### config.mk
export PLATFORM = sky130hd
export DESIGN_NAME = flag_unit
export DESIGN_NICKNAME = d
export VERILOG_FILES = /design/src/rtl/flag_unit.sv
export SDC_FILE = /design/constraint.sdc
export NUM_CORES = 1
export LEC_CHECK = 0
export BUFFER_PORTS_ARGS = -buffer_cell sky130_fd_sc_hd__buf_2
export CORE_AREA = 4 4 41 43
export CTS_BUF_LIST = sky130_fd_sc_hd__clkbuf_16
export DETAILED_ROUTE_END_ITERATION = 7
export DIE_AREA = 0 0 45 47
export GPL_TIMING_DRIVEN = 0
export HOLD_SLACK_MARGIN = 0.06
export PLACE_DENSITY = 0.62
export SYNTH_ARGS = -nofsm -noshare
export SYNTH_HDL_FRONTEND = slang
export SYNTH_SLANG_ARGS = --single-unit
### constraint.sdc
create_clock -name clk -period 1.6 [get_ports clk]
set_input_delay 0.32 -clock clk [delete_from_list [all_inputs] [get_ports clk]]
set_output_delay 0.32 -clock clk [all_outputs]
set_load 0.1 [all_outputs]
### src/rtl/flag_unit.sv
// Condition-flag unit: a one-deep capture stage feeding the architectural Z/N/V register.
// Define FLAG_BYPASS_EN to forward the pending stage flags onto Z/N/V before they commit.
module flag_unit #(
  parameter int WIDTH = 16
) (
  input  logic             clk,
  input  logic             rst,
  input  logic             valid,
  input  logic             stall,
  input  logic             flush,
  input  logic [1:0]       op_class,
  input  logic [WIDTH-1:0] alu_result,
  input  logic             alu_ovfl,
  output logic             Z,
  output logic             N,
  output logic             V,
  output logic             flags_pending
);

  localparam logic [1:0] CLS_NONE  = 2'b00;
  localparam logic [1:0] CLS_ARITH = 2'b01;
  localparam logic [1:0] CLS_LOGIC = 2'b10;
  localparam logic [1:0] CLS_RSVD  = 2'b11;

  // Flag vector ordering is {Z, N, V} throughout.
  function automatic logic [2:0] calc_flags(input logic [WIDTH-1:0] res, input logic ovf);
    return {(res == {WIDTH{1'b0}}), res[WIDTH-1], ovf};
  endfunction

  logic       stg_valid_r;
  logic [1:0] stg_class_r;
  logic [2:0] stg_flags_r;
  logic [2:0] arch_flags_r;
  logic       capture_s;
  logic [2:0] merged_s;
  logic [2:0] visible_s;

  // Decide whether the current input produces a flag write.
  always_comb begin
    capture_s = 1'b0;
    case (op_class)
      CLS_ARITH: capture_s = valid;
      CLS_LOGIC: capture_s = valid;
      CLS_NONE:  capture_s = 1'b0;
      CLS_RSVD:  capture_s = 1'b0;
      default:   capture_s = 1'b0;
    endcase
  end

  // Stage flags laid over the architectural flags with per-class masking.
  always_comb begin
    merged_s = arch_flags_r;
    case (stg_class_r)
      CLS_ARITH: merged_s = stg_flags_r;
      CLS_LOGIC: merged_s = {stg_flags_r[2], arch_flags_r[1:0]};
      default:   merged_s = arch_flags_r;
    endcase
  end

  // Capture and commit pipeline; flush outranks stall, reset outranks both.
  always_ff @(posedge clk) begin
    if (rst) begin
      stg_valid_r  <= 1'b0;
      stg_class_r  <= 2'b00;
      stg_flags_r  <= 3'b000;
      arch_flags_r <= 3'b000;
    end else if (flush) begin
      stg_valid_r <= 1'b0;
    end else if (!stall) begin
      if (stg_valid_r) begin
        arch_flags_r <= merged_s;
      end
      stg_valid_r <= capture_s;
      stg_class_r <= op_class;
      stg_flags_r <= calc_flags(alu_result, alu_ovfl);
    end
  end

`ifdef FLAG_BYPASS_EN
  // Forward an uncommitted write so branches see it one cycle early.
  always_comb begin
    if (stg_valid_r) begin
      visible_s = merged_s;
    end else begin
      visible_s = arch_flags_r;
    end
  end
`else
  assign visible_s = arch_flags_r;
`endif

  assign {Z, N, V}     = visible_s;
  assign flags_pending = stg_valid_r;

endmodule

==> impl_summary.log <==
[metrics] design area: 637 um2
[metrics] number of flops mapped to enable cells by yosys: 0
[metrics] reported leakage power: 0.278 nW
[metrics] Pre-antenna DRT Iters: 3
[metrics] Storage cell area: 181 um2
[metrics] combinational power share: 0.083
[metrics] Int Pwr: 0.000587 W
[metrics] number of DRC violations after detailed-routing iteration 0: 10
[metrics] routed length per placed instance: 11.1 um
[metrics] synthesized netlist cell count: 46
[metrics] number of unique standard cell types used by synthesis: 18
[metrics] # placed instances: 87
[metrics] multiplexer area fraction after synthesis: 0.0736
[metrics] xor/xnor share of the synthesized area: 0.0215
[metrics] maximum number of pins on one net before global-route repair: 11
[metrics] number of DRC violations after detailed routing: 0
[metrics] Initial Utilization: 0.313
[metrics] largest family of logic cells by synthesized area: simple AND/OR/NAND/NOR gates
[metrics] fraction of registers with async set or reset after synthesis: 0
[metrics] fin cells: 91
[metrics] total routing usage reported by global routing: 0.107
[metrics] Max Freq: 764 MHz
[metrics] via count of the routed design: 433
[metrics] top cell types by occurrence after synthesis: dfxtp_1, nor2_1, a21oi_1, nand2_1, o21ai_0
[metrics] number of antenna-violating nets in the routed design: 0
[metrics] Setup TNS Final: 0 ns
[metrics] path type of the worst min-delay path: in -> reg
[metrics] Yosys Warn Count: 0
[metrics] postcts setup bufs: 0
[metrics] Post-Synthesis Cell Area: 408 um2
[metrics] Antenna diodes: 0
[metrics] Worst Min Path Start: alu_ovfl
[metrics] detailed placement HPWL: 801 um
[metrics] worst flop-to-flop path startpoint: stg_class_r[1]$_SDFFE_PP0P_
[metrics] power density over the cells: 1140 nW/um2
[metrics] largest fanout on the critical path: 4
[metrics] worst path buffer plus inverter count: 1
[metrics] layout cells sized above 1: 0.434
[metrics] Period Utilization, post-route: 0.818
[metrics] syn_area_per_cell: 8.87 um2
[metrics] sequential element share of the synthesized area: 0.442
[metrics] CTS HTree Levels: 1
[metrics] data arrival time of the critical path: 0.99 ns
[metrics] Final nets: 102
[metrics] launching instance or port of the critical path: flags_pending$_SDFFE_PP0N_
[metrics] register share of total power: 0.322
[metrics] Max transition margin: 0.678
[metrics] delay of the slowest cell on the worst path: 0.42 ns
[metrics] Clock Sink Count: 9
[metrics] Congestion Overflow GR: 0
[metrics] critical path's slowest cell: buf_2
[metrics] Net Sw Power: 0.000138 W
[metrics] root buffer cell: clkbuf_16
[metrics] die area: 2120 um2
[metrics] data required time of the worst path: 1.28 ns
[metrics] cells along the critical path: buf_2
[metrics] fraction of the mapped netlist area in adder cells: 0.0307
[metrics] setup violators final: 0
[metrics] DR vias/cell: 4.76
[metrics] IR drop worst, VDD: 477 uV
[metrics] fraction of synthesized cell area taken by the top area cell type: 0.442
[metrics] capturing element type of the critical path: primary output
[metrics] dominant cell type by area after synthesis: dfxtp_1
[metrics] Placeable Area: 1300 um2
[metrics] Layout area overhead: 56.1%
[metrics] vias in the first global route: 445
[metrics] number of top-level pins: 28
[metrics] buffers added on ports: 26
[metrics] Worst-Skew Late Latency: 0.23 ns
[metrics] quantity of hold-fixing buffers added after cts: 0
[metrics] unrepaired setup endpoints after global routing: false
[metrics] count of instances resized after the clock tree is built: 0
[metrics] net count of the mapped netlist: 71
[metrics] total wirelength of the detailed-routed design: 1.01 mm
[metrics] Max Buffers Root-to-Sink: 2
[metrics] clock group share of total power: 0.595
[metrics] Max Transition Viols Final: 0
[metrics] final-layout worst hold slack: 0.325 ns
[metrics] result of the run: completed
[metrics] flops & latches, synth: 9
[metrics] WS Path Type: reg -> out
[metrics] global-route wire length before repair: 1.61 mm
[metrics] leading register cell type out of synthesis: dfxtp_1
[metrics] fraction of power spent switching nets: 0.190
[metrics] clock edge transition at the registers on the reported setup and hold paths: 0.04 ns
[metrics] clock period minus final worst setup slack: 1.31 ns
[metrics] clock buffers created by TritonCTS: 3
[metrics] Max Cap Violations: 0
[metrics] clock tree from TritonCTS: done
[metrics] Hold Fails Final Rpt: 0
[metrics] horizontal die dimension: 45 um
[metrics] final worst clock skew: 0.000821 ns
[metrics] gp weighted congestion: 0.651
[metrics] cell types occupying the most area after synthesis: dfxtp_1, mux2i_1, a21oi_1
[metrics] footprint of the multi-input gates: 216 um2
[metrics] gate family responsible for the most delay along the worst path: buffers and inverters
[metrics] antenna violations before repair: 0
[metrics] number of inserted filler cells in the final layout: 141
[metrics] Compound-Gate Fraction of Synth Area: 0.138
[metrics] instance area at placement: 558 um2
[metrics] type of origin of the critical path: flop
[metrics] simple-gate area share of the yosys netlist: 0.267
[metrics] transition at the pin with the smallest max-transition slack: 0.486 ns
[metrics] dominant cell by count in the synthesized netlist: dfxtp_1
[metrics] die outline height: 47 um
[metrics] std cell rows: 13
[cells by family (layout without fill, tap and decap cells)]
family,Yosys count,after routing
xor gates and xnor gates,1,1
adders and majority gates,1,1
and+or+nand+nor,19,19
muxes,3,3
AOI/OAI and AO/OA,10,10
DFF,9,9
buffers and inverters,3,33
[cell usage in the layout (no fill, tap or decap), drive strengths merged]
cell type,instances
mux2i,3
ha,1
o21ai,4
a21oi,4
nand2,4
and2b,1
buf,26
nor2,5
and4bb,1
nor3,2
dfxtp,9
nor4b,1
o32ai,1
nor4,3
clkbuf,4
inv,3
a22oi,1
xor2,1
nand3,2
[metrics by stage]
stage,setup slack [ns],utilization,power (W)
6_report,0.291,0.489,0.000724
5_1_grt,0.181,0.489,0.000756
4_1_cts,0.280,0.489,0.000736
3_5_place_dp,0.317,0.429,0.000298
3_3_place_gp,0.330,0.429,0.000297
2_1_floorplan,0.264,-,0.000261
[final cells by class]
type,instances,share of cell area
Sequential cell,9,0.285
Inverter,2,0.0118
Clock inverter,1,0.00589
Clock buffer,3,0.118
Buffer,1,0.00589
Multi-Input combinational cell,34,0.340
Tap cell,15,0.0295
Timing Repair Buffer,26,0.204
[state kept, by name, indices dropped and copies added (netlist names)]
name	flops
arch_flags_r	3
stg_flags_r	3
stg_class_r	2
flags_pending	1
[metal layers]
metal	GRT usage	vias to the layer above	part of all wire
met5	0	-	0
met4	0.0702	0	0.016
met1	0.134	179	0.45
met3	0.0345	2	0.098
li1	-	227	-
met2	0.158	25	0.44
[power groups by stage]
stage	sequential, W	clock [W]	combinational, W
6_report	0.000233	0.000431	0.0000602
3_5_place_dp	0.000237	0	0.0000609
5_1_grt	0.000234	0.000455	0.0000680
4_1_cts	0.000233	0.000442	0.0000612
3_3_place_gp	0.000237	0	0.0000600
2_1_floorplan	0.000241	0	0.0000200
[worst min-delay path: stages]
cell and delay [ns]:
buf_2 0.10, nand2_1 0.04, a21oi_1 0.05
[worst paths after layout]
kind	to	slack [ns]	depth (start not counted)
min	stg_flags_r[0]$_SDFFE_PP0P_	0.33	3
max reg2reg	arch_flags_r[2]$_SDFFE_PP0P_	0.32	5
max	flags_pending	0.29	1
min reg2reg	stg_class_r[1]$_SDFFE_PP0P_	0.47	2
Note: power is estimated with default switching activity, not from simulation.
